===== config.mk =====
export PLATFORM = sky130hd
export DESIGN_NAME = seq_shift_unit_flat
export DESIGN_NICKNAME = d
export VERILOG_FILES = /design/src/rtl/seq_shift_if.sv /design/src/rtl/seq_shift_unit.sv /design/src/flat_wrapper.sv
export SDC_FILE = /design/constraint.sdc
export NUM_CORES = 1
export LEC_CHECK = 0
export CAP_MARGIN = 20
export CORE_MARGIN = 1.5
export CORE_UTILIZATION = 51
export DETAILED_ROUTE_END_ITERATION = 8
export GPL_TIMING_DRIVEN = 0
export PLACE_DENSITY = 0.8
export SLEW_MARGIN = 20
export SYNTH_ARGS = -nofsm -noshare
export SYNTH_HDL_FRONTEND = slang
export SYNTH_SLANG_ARGS = --single-unit

===== constraint.sdc =====
create_clock -name clk -period 3.9 [get_ports clk]
set_input_delay 0.585 -clock clk [delete_from_list [all_inputs] [get_ports clk]]
set_output_delay 0.585 -clock clk [all_outputs]
set_load 0.05 [all_outputs]

===== src/rtl/seq_shift_if.sv =====
// seq_shift_if: controller-side bus for seq_shift_unit; serial_in exists only with SEQ_SHIFT_SERIAL_IN_EN.
interface seq_shift_if #(
  parameter int W  = 8,
  parameter int AW = 3
);
  logic          start;
  logic [W-1:0]  load_data;
  logic [AW-1:0] amount;
  logic [2:0]    op;
`ifdef SEQ_SHIFT_SERIAL_IN_EN
  logic          serial_in;
`endif
  logic [W-1:0]  out;
  logic          busy;
  logic          done;
  logic          carry;
`ifdef SEQ_SHIFT_SERIAL_IN_EN
  modport master (output start, load_data, amount, op, serial_in, input out, busy, done, carry);
  modport slave  (input start, load_data, amount, op, serial_in, output out, busy, done, carry);
`else
  modport master (output start, load_data, amount, op, input out, busy, done, carry);
  modport slave  (input start, load_data, amount, op, output out, busy, done, carry);
`endif
endinterface


===== src/rtl/seq_shift_unit.sv =====
// seq_shift_unit: multi-cycle shift/rotate unit, one bit step per clock with busy/done handshake.
// SEQ_SHIFT_SERIAL_IN_EN feeds serial_in as the LSL/LSR fill bit; otherwise fill is 0.
module seq_shift_unit #(
  parameter int W  = 8,
  parameter int AW = 3
) (
  input logic        clk,
  input logic        reset,
  seq_shift_if.slave bus
);
  typedef enum logic [1:0] {IDLE, SHIFT, DONE} state_t;
  state_t        state_q, state_d;
  logic [W-1:0]  out_q, out_d;
  logic [AW-1:0] cnt_q, cnt_d;
  logic [2:0]    op_q, op_d;
  logic          carry_q, carry_d;
  logic          fill;
`ifdef SEQ_SHIFT_SERIAL_IN_EN
  assign fill = bus.serial_in;
`else
  assign fill = 1'b0;
`endif
  always_ff @(posedge clk) begin
    if (reset) begin
      state_q <= IDLE;
      out_q   <= '0;
      cnt_q   <= '0;
      op_q    <= '0;
      carry_q <= 1'b0;
    end else begin
      state_q <= state_d;
      out_q   <= out_d;
      cnt_q   <= cnt_d;
      op_q    <= op_d;
      carry_q <= carry_d;
    end
  end
  always_comb begin
    state_d = state_q;
    out_d   = out_q;
    cnt_d   = cnt_q;
    op_d    = op_q;
    carry_d = carry_q;
    if (state_q != SHIFT && bus.start) begin
      out_d   = bus.load_data;
      cnt_d   = bus.amount;
      op_d    = bus.op;
      carry_d = 1'b0;
      state_d = (bus.amount != '0) ? SHIFT : DONE;
    end else if (state_q == SHIFT) begin
      cnt_d   = cnt_q - 1'b1;
      state_d = (cnt_q == AW'(1)) ? DONE : SHIFT;
      case (op_q)
        3'b000: begin carry_d = out_q[W-1]; out_d = {out_q[W-2:0], fill};       end
        3'b001: begin carry_d = out_q[0];   out_d = {fill, out_q[W-1:1]};       end
        3'b010: begin carry_d = out_q[0];   out_d = {out_q[W-1], out_q[W-1:1]}; end
        3'b011: begin carry_d = out_q[W-1]; out_d = {out_q[W-2:0], out_q[W-1]}; end
        3'b100: begin carry_d = out_q[0];   out_d = {out_q[0], out_q[W-1:1]};   end
        default: ;
      endcase
    end else if (state_q == DONE) begin
      state_d = IDLE;
    end
  end
  assign bus.out   = out_q;
  assign bus.carry = carry_q;
  assign bus.busy  = (state_q == SHIFT);
  assign bus.done  = (state_q == DONE);
endmodule

===== src/flat_wrapper.sv =====
// flat-port wrapper written by rule: the top's interface ports become plain ports
module seq_shift_unit_flat 
#(
  parameter int W  = 8,
  parameter int AW = 3
)
  (clk, reset, bus_start, bus_load_data, bus_amount, bus_op, bus_out, bus_busy, bus_done, bus_carry);
  seq_shift_if #(.W(W), .AW(AW)) bus_i ();
  input logic clk;
  input logic reset;
  input wire logic [$bits(bus_i.start)-1:0] bus_start;
  input wire logic [$bits(bus_i.load_data)-1:0] bus_load_data;
  input wire logic [$bits(bus_i.amount)-1:0] bus_amount;
  input wire logic [$bits(bus_i.op)-1:0] bus_op;
  output wire logic [$bits(bus_i.out)-1:0] bus_out;
  output wire logic [$bits(bus_i.busy)-1:0] bus_busy;
  output wire logic [$bits(bus_i.done)-1:0] bus_done;
  output wire logic [$bits(bus_i.carry)-1:0] bus_carry;
  assign bus_i.start = bus_start;
  assign bus_i.load_data = bus_load_data;
  assign bus_i.amount = bus_amount;
  assign bus_i.op = bus_op;
  assign bus_out = bus_i.out;
  assign bus_busy = bus_i.busy;
  assign bus_done = bus_i.done;
  assign bus_carry = bus_i.carry;
  seq_shift_unit #(.W(W), .AW(AW)) u_core (.clk(clk), .reset(reset), .bus(bus_i));
endmodule

-- Word level (Yosys, flattened, before mapping)
Index checks and enable logic that the tools add are counted.
- register bits: 17
- bits of input ports: 17
- output and inout port bits: 11
- word-level logic and storage cells: 41
- add/subtract/negate cells: 1
- equal/unequal tests: 9
- mux-type cells: 11
- reductions and logical operators: 14
- operator list (operator ; count):
    case mux 8 bit (5 select lines) ; 1
    two-way mux 8 bit ; 2
    two-way mux 2 bit ; 5
    equality test 3 x 1 -> 1 bit (second input constant) ; 2
    equality test 3 x 2 -> 1 bit (second input constant) ; 2
    two-way mux 3 bit ; 2
    nonzero test 3 bit ; 2
    nonzero test 6 bit ; 1
    nonzero test 5 bit ; 1
    != test 2 x 1 -> 1 bit (second input constant) ; 2
    AND reduction 2 bit ; 2
    nonzero test 2 bit ; 2
    OR reduction 2 bit ; 2
    equality test 3 bit (second input constant) ; 1
    zero test 3 bit ; 1
    AND reduction 3 bit ; 1
    OR reduction 3 bit ; 1
    subtractor 3 x 1 -> 3 bit (second input constant) ; 1
    equality test 2 x 1 -> 1 bit (second input constant) ; 1
    equality test 2 bit (second input constant) ; 1
    case mux 1 bit (2 select lines) ; 1
    logical AND 1 bit ; 1

-- Longest topological paths before layout
Gate-level depths: netlist (run 1).
- depth in word-level cells: 4
- depth in mapped cells: 8
- gate-level depth less buffers: 6

-- Least setup slack after synthesis (run 1)
OpenSTA, ideal clock, no wires.
- kind: register to register
- start: register u_core.state_q[1]
- end: register u_core.out_q[6] (netlist: u_core.bus.out[6])
- library setup time: 119 ps
- data arrival time: 1707 ps
- data required time: 3781 ps
- setup slack: 2074 ps
- cell stages (with the launch flop): 8
- path buffers: 2
- clock period less this slack: 1826 ps
- cells stage by stage: dfxtp_1 -> inv_1 -> ha_1 -> buf_2 -> clkbuf_1 -> o211ai_1 -> o22ai_1 -> nor3_1
- elaborated cells between the ends (all ways): 7
- those cells by class: eq/ne (2); mux (1); reduce/logical (4)
- RTL lines (what ; RTL line ; RTL):
    start: declaration ; seq_shift_unit.sv:12 ; state_t state_q, state_d;
    start signal: assignment ; seq_shift_unit.sv:31 ; state_q <= state_d;
    equality test 2 x 1 -> 1 bit ; - ;
    named net bus_busy ; flat_wrapper.sv:16 ; output wire logic [$bits(bus_i.busy)-1:0] bus_busy;
    nonzero test 2 bit (no line) ; - ;
    AND reduction 2 bit (no line) ; - ;
    end signal: assignment ; seq_shift_unit.sv:32 ; out_q <= out_d;
    end: declaration ; seq_shift_unit.sv:13 ; logic [W-1:0] out_q, out_d;
The timed path passes the listed nets, and every way through them passes these cells.
A chain may end at the register's enable or synchronous reset.

-- Worst setup path after layout (run 1)
- start: register u_core.state_q[0]
- end: output bus_busy
- word-level cells in the longest chain between the ends: 1
- ends and longest elaborated chain (what ; RTL line ; RTL):
    equality test 2 x 1 -> 1 bit ; seq_shift_unit.sv:67 ; assign bus.busy = (state_q == SHIFT);
    end: declaration ; flat_wrapper.sv:16 ;
Every way passes these cells.

==> results of run 1 <==
[synth_stat cells, drive strengths merged (2+ instances only)]
library cell | number | area, um2
a211oi | 6 | 45.04
a21oi | 10 | 50.05
a31oi | 2 | 12.51
buf | 5 | 33.78
clkbuf | 4 | 15.01
dfxtp | 17 | 340.3
ha | 4 | 50.05
inv | 7 | 26.28
mux2 | 2 | 22.52
mux2i | 6 | 60.06
nand2 | 10 | 37.54
nand3 | 2 | 10.01
nor2 | 13 | 48.80
nor2b | 4 | 25.02
nor3 | 4 | 20.02
o211ai | 3 | 22.52
o21a | 2 | 15.01
o21ai | 7 | 35.03
o221ai | 3 | 26.28
o22ai | 3 | 18.77
o31ai | 2 | 15.01
[critical path, stage by stage, from the launching register on]
cell and delay (ps):
dfxtp_1 380, ha_1 180, clkdlybuf4s50_1 810
[per-layer routing]
layer | GRT usage | wire, um | vias to the layer above
li1 | - | - | 534
met5 | 0 | 0 | -
met1 | 0.3183 | 1278 | 490
met3 | 0.03704 | 100 | 5
met4 | 0.08571 | 34 | 0
met2 | 0.4051 | 1225 | 26
[worst paths after layout]
check / from / end / slack, ps / cells past startpoint
hold reg to reg: u_core.bus.out[4] / u_core.bus.out[5] / 540 / 2
hold / removal: u_core.bus.out[4] / u_core.bus.out[5] / 540 / 2
setup / recovery: u_core.state_q[0] / bus_busy / 1650 / 2
setup reg to reg: u_core.state_q[0] / u_core.state_q[0] / 2060 / 6
[stage by stage]
stage | util | hold WS, ps | instances
after floorplan | - | 483.9 | 130
after global placement | 0.6907 | 508.7 | 183
after detailed placement | 0.6907 | 519.3 | 183
after CTS | 0.7043 | 540.4 | 187
after global routing | 0.7043 | 573.3 | 187
final | 0.7043 | 543.5 | 187
[state kept, by name, summed over array words and instances, names as in the netlist]
signal and cells:
u_core.state_q 2, u_core.cnt_q 3, u_core.bus.out 8, u_core.bus.carry 1
u_core.op_q 3
[area by class of cell]
class / count / area, um2 / share of cell area
Multi-Input combinational cell: 97 / 631.9 / 0.4620
Inverter: 7 / 26.28 / 0.01921
Tap cell: 27 / 33.78 / 0.02470
Buffer: 9 / 48.80 / 0.03568
Sequential cell: 17 / 340.3 / 0.2489
Timing Repair Buffer: 26 / 260.3 / 0.1903
Clock buffer: 4 / 26.28 / 0.01921
[report_power, final]
group / internal, W / switching, W / total, W
Sequential: 0.000191 / 0.0000197 / 0.000211
Combinational: 0.0000796 / 0.000112 / 0.000192
Clock: 0.0000399 / 0.0000573 / 0.0000971
[logic make-up after synthesis]
| kind of cell | count (synthesis) | share of synthesized area |
|---|---|---|
| flops | 17 | 0.3250 |
| xor+xnor | 2 | 0.01673 |
| simple gates | 40 | 0.1816 |
| buf+inv | 16 | 0.07168 |
| fa+ha+maj | 4 | 0.04779 |
| mux | 8 | 0.07885 |
| compound gates | 43 | 0.2784 |
==> run summary, run 1 <==
status = finished, final reports clean
WL final = 2639 um
Clk pin slew, worst setup/hold paths = 100 ps
final worst slack = 1651 ps
final hold viol count = 0
final setup fails = 0
initial core utilization = 0.5393
Post-synth EDFFs = 0
Avg Vias per Cell = 5.642
Root Driver = clkbuf_4
Min-Delay Path Class = flop to flop
cts hold-fix bufs = 0
pre-CTS setup slack = 1980 ps
DRT antenna net count = 0
Max IR drop VDD = 276.9 uV
max_cap viols = 0
DIE AREA = 2334 um2
mapped cell area = 1047 um2
Remaining DRCs = 0
clock buffer depth = 2
chip width = 48.32 um
total core area = 1942 um2
P_leak = 0.5053 nW
clock skew = 1.073 ps
Most used DFF post-synth = dfxtp_1
H-tree Lvls = 1
DR vias = 1,055
IO buf count = 26
RSZ-0062 raised after global routing = no
max frequency = 444.7 MHz
Pins Over Slew Limit = 0
period utilization = 0.5765
area post-placement = 1341 um2
yosys warns = 0
post-DR wirelength/cell = 14.11 um
startpoint types = flop
Initial DRT Pass Iterations = 4
Gate Count Post-Synth = 130
pin count of the biggest net entering global routing = 11
Rel. slew slack = 0.6635
most common cell after layout, fill and taps aside = clkdlybuf4s50_1
GP Congestion = 0.8601
Layout area overhead = 30.59%
Period minus WS final = 2249 ps
nets = 182
CP Data Required Time = 3310 ps
antenna cells = 0
endpoint class of the critical path = output port
cts repair resizes = 0
TritonCTS clock tree = done
post-DP HPWL = 1924 um
syn avg cell area = 8.056 um2
post-synthesis sequential area ratio = 0.3250
DR iter-0 viols = 15
setup tns final = 0 ps
most frequent cells in the layout = clkdlybuf4s50_1 (26), dfxtp_1 (17), nor2_1 (13), nand2_1 (10), a21oi_1 (10)
gr usage total = 0.2419
post-route cell area = 1368 um2
crit path kind = flop to output port
clock sink count = 17
syn nets = 151
Worst Path Max Fanout = 3
total power = 0.0005003 W
number of synthesized register bits = 17
first-pass GRT wire length = 4512 um
Die H = 48.32 um
Post-synth ARST share = 0
Clock Latency Late Sink = 290 ps
total CTS buffers = 3
count of cell types in the netlist = 38
worst slew pin tran = 503.1 ps
fill cell count = 184
power per cell area = 365.9 nW/um2
initial antenna violation count = 0
global route total overflow = 0
crit path DAT = 1660 ps
vias in the first global route = 1,025
share of layout cells above drive strength 1 = 0.06875
row count = 16
# IOs = 28
postcts setup bufs = 0
Note: power is estimated with default switching activity, not from simulation.
==> run 2: changes to the inputs <==
--- a/config.mk
+++ b/config.mk
@@ -7,10 +7,10 @@
 export LEC_CHECK = 0
 export CAP_MARGIN = 20
 export CORE_MARGIN = 1.5
-export CORE_UTILIZATION = 51
+export CORE_UTILIZATION = 47
 export DETAILED_ROUTE_END_ITERATION = 8
 export GPL_TIMING_DRIVEN = 0
-export PLACE_DENSITY = 0.8
+export PLACE_DENSITY = 0.74
 export SLEW_MARGIN = 20
 export SYNTH_ARGS = -nofsm -noshare
 export SYNTH_HDL_FRONTEND = slang
==> constraint.sdc (replaced) <==
create_clock -name clk -period 2.2 [get_ports clk]
set_input_delay 0.33 -clock clk [delete_from_list [all_inputs] [get_ports clk]]
set_output_delay 0.33 -clock clk [all_outputs]
set_load 0.05 [all_outputs]
==> run summary, run 2 (same netlist as run 1, synthesis figures left out) <==
Switching Share = 0.3803 (+0.001660)
worst slew pin tran = 498.2 ps (-4.919 ps)
CP Data Required Time = 1870 ps (-1440 ps)
multi-input logic area = 631.9 um2 (unchanged)
chip width = 50.21 um (+3.9%)
max frequency = 504.6 MHz
Reg2Reg Depth = 7 (+1)
most common cell after layout, fill and taps aside = clkdlybuf4s50_1
sequential share of power = 0.421 (about the same)
register area = 340.3 um2 (unchanged)
area post-placement = 1341 um2 (unchanged)
DR vias = 1,132 (+7.3%)
Hold Path End = u_core.cnt_q[1]
sw power = 0.0003381 W (+78%)
TritonCTS clock tree = done
crit path kind = flop to output port
startpoint types = flop
post-DR wirelength/cell = 14.46 um (+2.5%)
Max IR drop VDD = 453.2 uV (+64%)
part of the power in combinational logic = 0.384 (about the same)
most frequent cells in the layout = clkdlybuf4s50_1 (26), dfxtp_1 (17), nor2_1 (13), nand2_1 (10), a21oi_1 (10)
DR iter-0 viols = 28 (+13)
Avg Vias per Cell = 6.053 (+7.3%)
end of the worst register-to-register path = u_core.bus.out[1]
setup tns final = 0 ps (unchanged)
pre-CTS setup slack = 423.1 ps (-1557 ps)
cts hold-fix bufs = 0 (unchanged)
postcts setup bufs = 0 (unchanged)
# IOs = 28 (unchanged)
Rel. slew slack = 0.6668 (+0.003290)
row count = 16 (unchanged)
max reg flops = 8 (unchanged)
final setup fails = 0 (unchanged)
final hold viol count = 0 (unchanged)
DIE AREA = 2521 um2 (+8.0%)
status = finished, final reports clean
internal power = 0.0005510 W (+77%)
gr usage total = 0.2375 (-0.004401)
post-DP HPWL = 2040 um (+6.0%)
Initial DRT Pass Iterations = 4 (unchanged)
fill cell count = 177 (-3.8%)
initial core utilization = 0.5179 (-0.02136)
total core area = 2022 um2 (+4.1%)
Pins Over Slew Limit = 0 (unchanged)
H-tree Lvls = 1 (unchanged)
DRT antenna net count = 0 (unchanged)
RSZ-0062 raised after global routing = no
Crit-path slowest cell = clkdlybuf4s50_1
nets = 182 (unchanged)
Largest stage delay, worst path = 800 ps (about the same)
IO buf count = 26 (unchanged)
Min-Delay Path Class = primary input to flop
Worst Path Max Fanout = 3 (unchanged)
r2r setup slk = 410 ps (-1650 ps)
Layout area overhead = 30.59% (unchanged)
WL final = 2704 um (+2.5%)
pin count of the biggest net entering global routing = 11 (unchanged)
GP Congestion = 0.8631 (+0.35%)
global route total overflow = 0 (unchanged)
Root Driver = clkbuf_4
Clock power frac = 0.194 (about the same)
power per cell area = 650.1 nW/um2 (+78%)
clock skew = 1.941 ps (+0.8684 ps)
Period minus WS final = 1982 ps
total CTS buffers = 3 (unchanged)
clock sink count = 17 (unchanged)
Clock Latency Late Sink = 300 ps (about the same)
initial antenna violation count = 0 (unchanged)
post-route cell area = 1368 um2 (unchanged)
share of layout cells above drive strength 1 = 0.06875 (unchanged)
vias in the first global route = 1,001 (-2.3%)
min-delay src = bus_start
final worst slack = 218.2 ps (-1433 ps)
period utilization = 0.9008
first-pass GRT wire length = 4443 um (-1.5%)
crit path DAT = 1650 ps (about the same)
hold depth = 3 (+1)
cts repair resizes = 0 (unchanged)
P_leak = 0.5053 nW (unchanged)
max_cap viols = 0 (unchanged)
Die H = 50.21 um (+3.9%)
antenna cells = 0 (unchanged)
clock buffer depth = 2 (unchanged)
Clk pin slew, worst setup/hold paths = 100 ps (about the same)
endpoint class of the critical path = output port
R2R Path Start = u_core.state_q[1]
Remaining DRCs = 0 (unchanged)
crit-path cells = inv_1 -> ha_1 -> clkdlybuf4s50_1
-- run 2: stage by stage --
step | hold slack [ps] | util | power (W) | std cells
after detailed placement | 522.4 | 0.6634 | 0.0007196 | 183
after global placement | 503.6 | 0.6634 | 0.0007134 | 183
after floorplan | 449.8 | - | 0.0006083 | 130
after CTS | 515.1 | 0.6764 | 0.0008922 | 187
final | 522.7 | 0.6764 | 0.0008890 | 187
after global routing | 516.0 | 0.6764 | 0.0009397 | 187
-- run 2: area by class of cell --
| cell class | count | share of cell area |
|---|---|---|
| well taps | 27 | 0.02470 |
| repair buffers | 26 | 0.1903 |
| clock buffers | 4 | 0.01921 |
| flip-flops and latches | 17 | 0.2489 |
| multi-input cells | 97 | 0.4620 |
| plain buffers | 9 | 0.03568 |
| inverters | 7 | 0.01921 |
-- run 2: layer usage --
metal  track usage  vias to the layer above  wire [um]
li1              -                      534          -
met1        0.3265                      532       1189
met2        0.3421                       57       1237
met3       0.03869                        9        203
met4        0.1528                        0         72
met5             0                        -          0
-- run 2: how the worst max path moves through the flow --
stage / to / slack [ps] / start / cells after the start
after floorplan: u_core.bus.out[6] / 370 / u_core.state_q[1] / 7
after global routing: bus_busy / 120 / u_core.state_q[1] / 3
after CTS: bus_busy / 190 / u_core.state_q[1] / 3
after detailed placement: u_core.bus.out[1] / 420 / u_core.state_q[1] / 7
after global placement: u_core.bus.out[6] / 500 / u_core.state_q[1] / 7
final: bus_busy / 220 / u_core.state_q[1] / 3
-- run 2: worst max-delay path, delay by kind of cell, from the launching register on --
family	cells	cell delay, ps
adders and majority gates	1	160
buffers and inverters	2	860
DFF	1	340
-- run 2: power groups by stage --
stage	clock, W	combinational [W]	sequential, W
after CTS	0.000179	0.000340	0.000373
after global routing	0.000190	0.000371	0.000379
after detailed placement	0	0.000339	0.000381
after global placement	0	0.000334	0.000380
after floorplan	0	0.000172	0.000436
final	0.000173	0.000342	0.000374
==> run 3: changes to the inputs <==
--- a/config.mk
+++ b/config.mk
@@ -8,9 +8,11 @@
 export CAP_MARGIN = 20
 export CORE_MARGIN = 1.5
 export CORE_UTILIZATION = 47
+export CTS_CLUSTER_DIAMETER = 30
 export DETAILED_ROUTE_END_ITERATION = 8
 export GPL_TIMING_DRIVEN = 0
 export PLACE_DENSITY = 0.74
+export SKIP_CTS_REPAIR_TIMING = 1
 export SLEW_MARGIN = 20
 export SYNTH_ARGS = -nofsm -noshare
 export SYNTH_HDL_FRONTEND = slang
==> results of run 3 <==
Same layout as run 2: the final DEF is identical, and so are final timing and power.
